File: src/rtl/vedic_pkg.sv
// Shared constants and elaboration helpers for the Vedic multiplier datapath.
package vedic_pkg;

    localparam int DEF_WIDTH = 16;
    localparam int DEF_CHUNK = 4;

    function automatic int calc_stages(input int width, input int chunk);
        return width / chunk;
    endfunction

    // Legal slicing: at least one whole slice and no partial slice at the top.
    function automatic bit cfg_ok(input int width, input int chunk);
        return (chunk > 0) && (width >= chunk) && ((width % chunk) == 0);
    endfunction

endpackage

File: src/rtl/add_slice.sv
// Combinational CHUNK-bit adder slice; also reports the carry into its top bit
// so the last slice can derive signed overflow.
module add_slice
    import vedic_pkg::*;
#(
    parameter int CHUNK = DEF_CHUNK
) (
    input  logic [CHUNK-1:0] i_a,
    input  logic [CHUNK-1:0] i_b,
    input  logic             i_cin,
    output logic [CHUNK-1:0] o_sum,
    output logic             o_cout,
    output logic             o_cmsb
);

    logic [CHUNK:0] w_full;

    assign w_full = {1'b0, i_a} + {1'b0, i_b} + {{CHUNK{1'b0}}, i_cin};
    assign o_sum  = w_full[CHUNK-1:0];
    assign o_cout = w_full[CHUNK];
    // The top sum bit is a^b^cin, so cin into the top bit is recovered from it.
    assign o_cmsb = i_a[CHUNK-1] ^ i_b[CHUNK-1] ^ w_full[CHUNK-1];

endmodule

File: src/rtl/adder_pipe.sv
// Pipelined two's-complement adder/subtractor: one CHUNK-bit slice resolved per
// stage, carry registered between stages, valid/ready with a global stall.
module adder_pipe
    import vedic_pkg::*;
#(
    parameter int WIDTH = DEF_WIDTH,
    parameter int CHUNK = DEF_CHUNK
) (
    input  logic             clk,
    input  logic             rst_n,
    input  logic             in_valid,
    output logic             in_ready,
    input  logic [WIDTH-1:0] a,
    input  logic [WIDTH-1:0] b,
    input  logic             sub,
    output logic             out_valid,
    input  logic             out_ready,
    output logic [WIDTH-1:0] sum,
    output logic             cout,
    output logic             ovf
);

    localparam int STAGES = calc_stages(WIDTH, CHUNK);

    if (!cfg_ok(WIDTH, CHUNK)) begin : g_cfg_err
        $error("adder_pipe: WIDTH must be a non-zero multiple of CHUNK");
    end

    logic                          w_en;
    logic [STAGES-1:0]             r_vld;
    logic [STAGES-1:0]             w_vld_in;
    logic [STAGES-1:0]             r_c;
    logic [STAGES-1:0]             w_cin;
    logic [STAGES-1:0]             w_cout;
    logic [STAGES-1:0]             w_cmsb;
    logic [STAGES-1:0][WIDTH-1:0]  r_a;
    logic [STAGES-1:0][WIDTH-1:0]  r_b;
    logic [STAGES-1:0][WIDTH-1:0]  r_sum;
    logic [STAGES-1:0][WIDTH-1:0]  w_a_in;
    logic [STAGES-1:0][WIDTH-1:0]  w_b_in;
    logic [STAGES-1:0][WIDTH-1:0]  w_sum_base;
    logic [STAGES-1:0][WIDTH-1:0]  w_sum_nxt;
    logic [STAGES-1:0][CHUNK-1:0]  w_slice_sum;
    logic                          r_ovf;
    logic                          w_unused;

    assign w_en     = ~r_vld[STAGES-1] | out_ready;
    assign in_ready = w_en;

    // Stage inputs: stage 0 takes the ports (b pre-inverted for subtract), later stages the previous registers.
    always_comb begin
        w_a_in     = {(STAGES*WIDTH){1'b0}};
        w_b_in     = {(STAGES*WIDTH){1'b0}};
        w_sum_base = {(STAGES*WIDTH){1'b0}};
        w_cin      = {STAGES{1'b0}};
        w_vld_in   = {STAGES{1'b0}};
        w_a_in[0]  = a;
        if (sub) begin
            w_b_in[0] = ~b;
        end else begin
            w_b_in[0] = b;
        end
        w_cin[0]    = sub;
        w_vld_in[0] = in_valid & w_en;
        for (int k = 1; k < STAGES; k++) begin
            w_a_in[k]     = r_a[k-1];
            w_b_in[k]     = r_b[k-1];
            w_sum_base[k] = r_sum[k-1];
            w_cin[k]      = r_c[k-1];
            w_vld_in[k]   = r_vld[k-1];
        end
    end

    for (genvar g = 0; g < STAGES; g++) begin : g_slice
        add_slice #(
            .CHUNK (CHUNK)
        ) u_add_slice (
            .i_a    (w_a_in[g][g*CHUNK +: CHUNK]),
            .i_b    (w_b_in[g][g*CHUNK +: CHUNK]),
            .i_cin  (w_cin[g]),
            .o_sum  (w_slice_sum[g]),
            .o_cout (w_cout[g]),
            .o_cmsb (w_cmsb[g])
        );
    end

    // Merge each stage's newly resolved slice into the partial word travelling down the pipe.
    always_comb begin
        w_sum_nxt = w_sum_base;
        for (int k = 0; k < STAGES; k++) begin
            w_sum_nxt[k][k*CHUNK +: CHUNK] = w_slice_sum[k];
        end
    end

    // Pipeline advance: every stage, valid bit and skew register moves together under the global enable.
    always_ff @(posedge clk or negedge rst_n) begin
        if (!rst_n) begin
            r_vld <= {STAGES{1'b0}};
            r_c   <= {STAGES{1'b0}};
            r_a   <= {(STAGES*WIDTH){1'b0}};
            r_b   <= {(STAGES*WIDTH){1'b0}};
            r_sum <= {(STAGES*WIDTH){1'b0}};
            r_ovf <= 1'b0;
        end else if (w_en) begin
            r_vld <= w_vld_in;
            r_c   <= w_cout;
            r_a   <= w_a_in;
            r_b   <= w_b_in;
            r_sum <= w_sum_nxt;
            r_ovf <= w_cmsb[STAGES-1] ^ w_cout[STAGES-1];
        end
    end

    assign out_valid = r_vld[STAGES-1];
    assign sum       = r_sum[STAGES-1];
    assign cout      = r_c[STAGES-1];
    assign ovf       = r_ovf;

    // Last stage's operand skew and the intermediate top-bit carries have no consumer.
    assign w_unused = ^{r_a[STAGES-1], r_b[STAGES-1], w_cmsb};

endmodule

File: config.mk
export PLATFORM = sky130hd
export DESIGN_NAME = adder_pipe
export DESIGN_NICKNAME = d
export VERILOG_FILES = /design/src/rtl/vedic_pkg.sv /design/src/rtl/add_slice.sv /design/src/rtl/adder_pipe.sv
export SDC_FILE = /design/constraint.sdc
export NUM_CORES = 1
export LEC_CHECK = 0
export ABC_AREA = 1
export BUFFER_PORTS_ARGS = -buffer_cell sky130_fd_sc_hd__clkbuf_2
export CAP_MARGIN = 10
export CORE_ASPECT_RATIO = 0.6
export CORE_MARGIN = 10
export CORE_UTILIZATION = 52
export DETAILED_ROUTE_END_ITERATION = 8
export GPL_ROUTABILITY_DRIVEN = 0
export PLACE_DENSITY = 0.76
export SLEW_MARGIN = 10
export SYNTH_ARGS = -nofsm -noshare
export SYNTH_HDL_FRONTEND = slang
export SYNTH_SLANG_ARGS = --single-unit
File: constraint.sdc
create_clock -name clk -period 1.6 [get_ports clk]
set_input_delay 0.24 -clock clk [delete_from_list [all_inputs] [get_ports clk]]
set_output_delay 0.24 -clock clk [all_outputs]
set_load 0.02 [all_outputs]
==> impl_metrics.ini, run 1 <==
[layout]
nets = 580
layout-drive-gt1-share_pct = 18.9
multi_input_area_um2 = 1620
fillers = 731
final_cells = 641
antenna_cells = 0
seqCellArea_um2 = 2430
syn2layout_area_growth_pct = 14.0

[floorplan]
core-area_um2 = 8430
dieArea_um2 = 12800
die_w_um = 140
fp-row-count = 26
die_h_um = 91.8
start_util_pct = 53.0
io_pins = 57

[setup_path]
slowest_stage = fa_2
path_buf_inv = 1
max_stage_delay_ps = 430
cpMostUsedCell = fa_2
path_max_fanout = 2
crit_chain = fa_2 > fa_2 > nand2_2 > inv_2 > o21ai_1 > a21oi_1
worstReg2RegStart = r_c[0]
cp-end-kind = register
required_ps = 1830
worstSetupStartpointType = register
crit_type = register to register
startpoint = r_c[0]
critPathArrivalTime_ps = 1840
crit_family = adder cells

[synth]
synth_top_area_share_pct = 54.3
synth-async-reset-ratio_pct = 100
synthTopCellsByCount = nand2_1 (173), dfrtp_1 (97), o21ai_0 (46), inv_1 (37), buf_4 (21)
synthTopCellsByArea = dfrtp_1 (54%), nand2_1 (15%), o21ai_0 (5.2%), buf_4 (3.5%), ha_1 (3.4%)
yosysUniqueCellTypes = 22
synthFlopType = dfrtp_1
netlist_area_um2 = 4470
synth-edff-count = 0
synth_nets = 539
synth_top_cell_by_area = dfrtp_1
yosysSeqAreaShare_pct = 54.3
ys_warn_count = 0
synth_most_common_cell = nand2_1
synth-seq-cells = 97
avgSynthCellArea_um2 = 9.25
syn_inst = 483

[clock_tree]
cts.clk_slew.worst_paths_ps = 60
cts.path.max_buffers = 2
cts.sinks = 97
cts-htree-levels = 3
numCtsBuffers = 9
insertion_delay_ps = 340
cts_tree = built
cts_root_buf = clkbuf_16

[sta]
relSlewSlack_pct = 67.2
hold_viol = 0
whs_ps = 98.1
fin_crit_sh_pct = 100
finalWorstSetupSlack_ps = -7.76
worst_pin_slew_ps = 492
rsz0062_at_grt = true
fmax_mhz = 622
clock-skew-final_ps = 5.75
post-route-min-period_ps = 1610
maxSlewViolCount = 0
finalSetupViolCount = 1

[drt]
drc = 0
avgRoutedWirePerCell_um = 13.5
detail-route-antenna-nets = 0
dr.pass1.iters = 4
drt_iter0_markers = 268
vias = 3088
via_per_inst = 4.82
totalWireLength_mm = 8.63

[grt]
met1_usage_pct = 19.1
met2_usage_pct = 20.6
grt_pass1_wl_mm = 15.2
grt_overflow = 0
grt_pass1_vias = 3228
grt_usage_pct = 14.2
antenna_found_initial = 0
busiest_layer = met2
use_met3_pct = 5.82
grt_max_degree = 49

[place]
dp_cells = 622
port_buffers = 56
post-dp-hpwl_mm = 6.14

[outcome]
violations = setup timing
status = finished, violations left

[min_path]
hold_start = a[14]
hold_path.class = input pin to register

[flow_run]
drv_cap = 0

[power]
p_leak_nw = 2.60
peakVddDrop_mv = 0.791
power.density_nw_per_um2 = 1960
[through the flow]
step                util [%]  worst slack [ps]  total power [W]  instance area (µm²)  TNS [ps]
finish                  60.5             -7.76           0.0100                 5090     -7.76
global route            60.5             -96.4           0.0109                 5090      -210
CTS                     60.0             -27.9          0.00999                 5060     -27.9
detailed placement      56.2             -74.3          0.00770                 4730      -156
global placement        56.2             -24.7          0.00750                 4730     -24.7
floorplan                  -              23.5          0.00697                 4470         0
[worst min-delay path, stage by stage]
cell	delay (ps)
clkbuf_2	70
nand2_1	40
nand2_1	50
[registers in the layout, indices dropped and copies added, names as in the netlist]
signal  flops
sum        16
r_c         4
r_vld       4
r_b        24
r_sum      24
ovf         1
r_a        24
[repair_timing]
item	4_1_cts	5_1_grt
pin swaps	0	5
setup endpoints to repair	3	8
hold buffers	1	0
hold endpoints to repair	30	0
gates resized for setup	4	8
setup buffers	0	2
[power breakdown]
group          switching, W  internal, W  leakage (nW)  total (W)
Sequential         0.000579      0.00354          1.17    0.00412
Combinational       0.00227      0.00141          1.28    0.00368
Clock              0.000872      0.00134         0.153    0.00221
[final timing paths]
kind / slack (ps) / end / depth (start not counted)
worst min register to register: 470 / r_vld[3] / 2
max in group asynchronous: 680 / r_a[7] / 3
worst max register to register: -8 / r_c[1] / 6
worst min-delay path: 100 / r_a[14] / 3
min in group asynchronous: 400 / r_a[5] / 2
worst max-delay path: -8 / r_c[1] / 6
[cell families after synthesis]
group | synth area share (%)
AND/OR/NAND/NOR | 17.6
XOR/XNOR | 3.33
adder cells (fa/ha/maj) | 6.49
AO/OA/AOI/OAI | 8.23
flip-flops | 54.3
buffers and inverters | 10.0
[cells in the final DEF, fill, tap and decap left out]
cell           instances
nand2_1              172
nand3_1                9
dlygate4sd3_1          1
or2_2                  1
fa_2                   5
xnor2_1               14
nand3_2                1
bufinv_16              1
xor2_1                 3
clkinv_2               1
clkbuf_8               3
nor2_2                 1
buf_12                 5
nor2_1                15
nand2_2                1
inv_2                  2
clkbuf_16              9
o21ai_1               11
o21ai_2                4
a21oi_1                9
buf_4                  8
o31ai_2                1
ha_1                  12
nor2b_2                1
dfrtp_1               97
nand3b_1               2
clkinv_4               1
inv_1                 35
clkbuf_2              55
clkbuf_1               2
o21ai_0               45
fa_1                   2
[cell type report]
cell class                      count  share of cell area [%]
Sequential cell                    97                    47.7
Clock buffer                       14                    5.38
Clock inverter                      2                   0.688
Timing Repair Buffer               69                    8.74
Tap cell                          112                    2.75
Inverter                           38                    2.90
Multi-Input combinational cell    309                    31.9
[per-layer routing]
| metal | up-vias | share of wire [%] |
|---|---|---|
| met2 | 59 | 42 |
| met4 | 0 | 1.1 |
| met1 | 1450 | 51 |
| li1 | 1569 | - |
| met3 | 10 | 5.9 |
| met5 | - | 0 |
No activity file was read; power rests on OpenSTA's default activity.
==> inputs of run 2 (changes only) <==
- BUFFER_PORTS_ARGS: -buffer_cell sky130_fd_sc_hd__clkbuf_2 -> not set
- CORE_UTILIZATION: 52 -> 57
- DONT_BUFFER_PORTS: not set -> 1
- PLACE_DENSITY: 0.76 -> 0.75
- SYNTH_HIERARCHICAL: not set -> 1
==> run 2 against run 1 <==
  * The flow finishes with violations (hold timing)
  * Clock power is 4% lower
  * Non-clock buffer count is 55 lower
  * Critical path type unchanged
  * Final cell count is 1.7% higher
  * Maximum frequency is 3.9% higher
  * Global-route usage is 1.4 points higher
  * Power is 1.0% higher
  * Setup slack better by 60 ps
  * Sequential power is 7.8% higher
  * Critical endpoint is now sum[13]
  * Hold slack worse by 510 ps
  * Cell area is 2.3% lower
  * Via count is 5.0% higher
  * Synthesized cell count is 14% higher
==> impl_metrics.ini, run 2 <==
[power]
comb_power_share_pct = 35.1
power_frac_clock_pct = 21.1
peakVddDrop_mv = 1.07
power_frac_seq_pct = 43.9
internal_power_w = 0.00620
p_leak_nw = 2.63
p_sw_w = 0.00391
power.density_nw_per_um2 = 2030
swShare_pct = 38.7

[grt]
grt_max_degree = 98
grt_usage_pct = 15.6
grt_overflow = 0
antenna_found_initial = 0
grt_pass1_vias = 3277
grt_pass1_wl_mm = 15.6

[layout]
final_common_cell = nand2_1
antenna_cells = 0
multi_input_area_um2 = 1730
fin_area_um2 = 4980
syn2layout_area_growth_pct = 7.60
top_regs = r_a: 24 flops, r_b: 24 flops, r_sum: 24 flops
seqCellArea_um2 = 2430
layout-drive-gt1-share_pct = 7.72
final_cells = 652
nets = 596
final_cell_mix = nand2_1 (234), dfrtp_1 (97), inv_1 (63), o21ai_0 (44), nand3_1 (25)
fillers = 677

[clock_tree]
cts.clk_slew.worst_paths_ps = 70
cts_root_buf = clkbuf_16
cts.path.max_buffers = 2
cts.sinks = 97
cts_tree = built
insertion_delay_ps = 340
numCtsBuffers = 9
cts-htree-levels = 3

[setup_path]
worstSetupStartpointType = register
rrSetupSlack_ps = 50
rr_worst_depth = 6
required_ps = 1880
crit_type = register to register
path_max_fanout = 3
cp-end-kind = register
timing.rr.end = sum[13]
worstReg2RegStart = r_c[2]
critPathArrivalTime_ps = 1830

[synth]
avgSynthCellArea_um2 = 8.36
syn_inst = 553
netlist_area_um2 = 4620
ys_warn_count = 6
synth_nets = 610

[floorplan]
start_util_pct = 58.7
dieArea_um2 = 12200
die_w_um = 136
fp-row-count = 25
io_pins = 57
core-area_um2 = 7880
die_h_um = 89.8

[sta]
relSlewSlack_pct = 75.9
hold_viol = 97
post-route-min-period_ps = 1550
maxSlewViolCount = 0
finalSetupViolCount = 0
fmax_mhz = 646
clock-skew-final_ps = 4.49
worst_pin_slew_ps = 361
whs_ps = -409
finalWorstSetupSlack_ps = 52.1
fin_crit_sh_pct = 96.7

[place]
port_buffers = 0
dp_cells = 632
pre_cts_ws_ps = -18.9
post-dp-hpwl_mm = 6.35
dpl_cell_area_um2 = 4630

[outcome]
status = finished, violations left
violations = hold timing

[drt]
totalWireLength_mm = 9.08
drt_iter0_markers = 297
vias = 3243
via_per_inst = 4.97
drc = 0
detail-route-antenna-nets = 0
avgRoutedWirePerCell_um = 13.9
dr.pass1.iters = 4

[min_path]
hold_path.class = input pin to async pin

[flow_run]
drv_cap = 0
run 2: stage by stage:
stage	setup TNS, ps	util (%)	hold slack (ps)	total power, W
after floorplan	-65.8	-	-55.6	0.00722
after detailed placement	-22.3	58.7	-51.6	0.00788
final	0	63.1	-409	0.0101
after global routing	-0.561	63.1	-429	0.0110
after CTS	0	62.5	-423	0.0101
after global placement	0	58.7	-50.7	0.00766
run 2: timing repair:
item / in CTS / in global routing
buffers inserted: 0 / 3
pin swaps: 0 / 1
hold endpoints to repair: 97 / 98
endpoints found under the setup margin: 4 / 7
gates resized for setup: 3 / 8
run 2: worst max-delay path, stage by stage, from the launching register on:
cell and delay [ps]:
dfrtp_1 410, fa_2 430, inv_2 70, fa_2 430, inv_2 60, nand2_2 40
nand2_1 60
run 2: how the worst max path moves through the flow:
stage,start,endpoint,slack (ps),cells past startpoint
finish,r_c[2],sum[13],50,6
CTS,r_a[24],r_sum[41],10,6
global route,r_c[2],sum[13],-0.6,6
floorplan,sub,r_sum[1],-40,9
detailed placement,r_a[44],ovf,-20,8
global placement,r_a[44],ovf,50,8
run 2: final cells by class:
| class | count | share of cell area (%) |
|---|---|---|
| clock buffer | 10 | 4.60 |
| sequential | 97 | 48.8 |
| inverter | 67 | 5.05 |
| clock inverter | 6 | 1.38 |
| multi-input combinational | 350 | 34.8 |
| timing repair buffer | 14 | 2.67 |
| tap | 108 | 2.72 |
run 2: metal layers:
metal / up-vias / global-route usage (%) / share of wire [%]
li1: 1629 / - / -
met1: 1540 / 19.3 / 45
met2: 65 / 24.4 / 46
met3: 9 / 6.61 / 7.8
met4: 0 / 4.51 / 1.4
met5: - / 0 / 0
run 2: power groups by stage:
stage | clock network, W | logic [W] | registers [W]
CTS | 0.00217 | 0.00343 | 0.00445
global route | 0.00228 | 0.00417 | 0.00458
finish | 0.00213 | 0.00355 | 0.00444
floorplan | 0 | 0.00320 | 0.00403
global placement | 0 | 0.00321 | 0.00445
detailed placement | 0 | 0.00339 | 0.00449
==> inputs of run 3 (changes only) <==
- ABC_AREA: 1 -> 0
==> run 3 against run 2 <==
  * The flow finishes with violations (hold timing, setup timing)
  * Sequential power is 3% higher
  * Non-clock buffer count grew 1
  * Sequential share of layout area fell by 0.17 points
  * Clock power is 3% lower
  * Hold slack better by 3.1 ps
  * Largest power group unchanged
  * Cell area rose by 0.35%
==> impl_metrics.ini, run 3 <==
[outcome]
status = finished, violations left
violations = hold timing, setup timing

[synth]
synth_most_common_cell = dfrtp_1
synthTopCellsByCount = dfrtp_1 (97), mux2_2 (78), xor2_1 (21), mux2_4 (18), buf_4 (17)
synth_top_area_share_pct = 53.7
synth_nets = 366
synth-seq-cells = 97
synth-edff-count = 0
synthTopCellsByArea = dfrtp_1 (54%), mux2_2 (19%), mux2_4 (6.0%), xor2_1 (4.1%), fa_1 (3.5%)
yosysUniqueCellTypes = 18
synth_top_cell_by_area = dfrtp_1
synth-async-reset-ratio_pct = 100
yosysSeqAreaShare_pct = 53.7
avgSynthCellArea_um2 = 14.6
ys_warn_count = 6
synthFlopType = dfrtp_1
netlist_area_um2 = 4520
syn_inst = 309

[grt]
grt_max_degree = 98
grt_overflow = 0
grt_pass1_vias = 2418
grt_usage_pct = 13.5
grt_pass1_wl_mm = 12.5
antenna_found_initial = 0

[layout]
final_cells = 418
syn2layout_area_growth_pct = 10.4
fin_area_um2 = 4990
final_common_cell = dfrtp_1
nets = 363
final_cell_mix = dfrtp_1 (97), mux2_2 (69), mux2_4 (27), xor2_1 (21), ha_1 (12)
top_regs = r_a: 24 flops, r_b: 24 flops, r_sum: 24 flops
layout-drive-gt1-share_pct = 46.8
antenna_cells = 0

[clock_tree]
cts-htree-levels = 3
insertion_delay_ps = 340
cts_tree = built
cts.sinks = 97
cts.clk_slew.worst_paths_ps = 60
numCtsBuffers = 9
cts_root_buf = clkbuf_16
cts.path.max_buffers = 2

[setup_path]
worstReg2RegStart = r_a[44]
worstSetupStartpointType = register
timing.rr.end = ovf
path_max_fanout = 2
crit_type = register to register
required_ps = 1820
rrSetupSlack_ps = -250
critPathArrivalTime_ps = 2070
cp-end-kind = register
rr_worst_depth = 8

[power]
p_sw_w = 0.00336
power_frac_seq_pct = 42.5
power.density_nw_per_um2 = 2150
power_frac_clock_pct = 19.2
comb_power_share_pct = 38.3
p_leak_nw = 2.28
internal_power_w = 0.00737
swShare_pct = 31.3
peakVddDrop_mv = 1.22

[floorplan]
io_pins = 57
core-area_um2 = 7790
fp-row-count = 25
start_util_pct = 58.1
die_w_um = 135
die_h_um = 89
dieArea_um2 = 12000

[drt]
via_per_inst = 5.22
detail-route-antenna-nets = 0
totalWireLength_mm = 7.38
vias = 2183
dr.pass1.iters = 4
avgRoutedWirePerCell_um = 17.7
drc = 0
drt_iter0_markers = 93

[sta]
finalWorstSetupSlack_ps = -252
maxSlewViolCount = 0
hold_viol = 97
worst_pin_slew_ps = 271
fmax_mhz = 540
whs_ps = -406
relSlewSlack_pct = 81.9
fin_crit_sh_pct = 116
post-route-min-period_ps = 1850
finalSetupViolCount = 8
rsz0062_at_grt = true
clock-skew-final_ps = 4.82

[flow_run]
drv_cap = 0

[min_path]
hold_path.class = input pin to async pin

[place]
post-dp-hpwl_mm = 4.98
pre_cts_ws_ps = -261
dpl_cell_area_um2 = 4570
port_buffers = 0
dp_cells = 397
[run 3: cells by family (layout without fill, tap and decap cells)]
kind of cell    after synthesis  after routing  synth area share, %
compound gates                8              8                0.885
xor+xnor                     25             25                 4.84
fa+ha+maj                    20             20                 6.86
buf+inv                      45             46                 6.03
flops                        97             97                 53.7
mux                          96             96                 25.4
simple gates                 18             18                 2.32
[run 3: worst max-delay path by stage]
stage / startpoint / to / slack, ps / depth (start not counted)
6_report: r_a[44] / ovf / -250 / 8
4_1_cts: r_a[44] / ovf / -250 / 8
2_1_floorplan: sub / r_sum[1] / -220 / 8
3_3_place_gp: r_c[2] / ovf / -220 / 8
5_1_grt: r_a[44] / ovf / -340 / 8
3_5_place_dp: r_c[2] / ovf / -260 / 8
[run 3: per-layer routing]
| layer | vias up | part of all wire (%) | GRT usage [%] |
|---|---|---|---|
| li1 | 1018 | - | - |
| met1 | 1107 | 45 | 15.9 |
| met2 | 48 | 47 | 21.4 |
| met3 | 10 | 7.0 | 6.29 |
| met4 | 0 | 1.6 | 4.96 |
| met5 | - | 0 | 0 |
[run 3: critical path: stages, from the launching register on]
cell	delay [ps]
dfrtp_1	410
fa_2	410
inv_2	60
fa_2	200
nor2b_1	50
o21ai_1	110
nand2b_1	90
xor2_1	150
mux2_4	250
[run 3: final cells by class]
cell class / count / area (µm²)
repair buffers: 15 / 185
well taps: 108 / 135
flip-flops and latches: 97 / 2430
inverters: 16 / 60.1
fillers: 583 / 2800
clock inverters: 5 / 57.6
clock buffers: 10 / 229
multi-input cells: 167 / 1900
[run 3: power groups by stage]
stage          Clock (W)  Sequential (W)  Combinational (W)
2_1_floorplan          0         0.00409            0.00354
3_3_place_gp           0         0.00455            0.00343
3_5_place_dp           0         0.00463            0.00358
4_1_cts          0.00214         0.00459            0.00383
5_1_grt          0.00226         0.00473            0.00455
6_report         0.00206         0.00456            0.00411
[run 3: timing repair]
item | 4_1_cts | 5_1_grt
buffers inserted | 2 | 3
hold endpoints to repair | 97 | 97
setup endpoints to repair | 8 | 12
gates resized for setup | 6 | 13
pin swaps | 7 | 2
gates cloned | 1 | 0
[run 3: per-stage QoR]
| step | power, W | setup TNS, ps | hold slack (ps) | util [%] |
|---|---|---|---|---|
| after detailed placement | 0.00821 | -873 | -52.3 | 58.6 |
| after CTS | 0.0106 | -737 | -419 | 63.2 |
| final | 0.0107 | -842 | -406 | 64.1 |
| after global placement | 0.00798 | -582 | -52.7 | 58.6 |
| after floorplan | 0.00763 | -907 | -55.6 | - |
| after global routing | 0.0115 | -1520 | -435 | 64.1 |
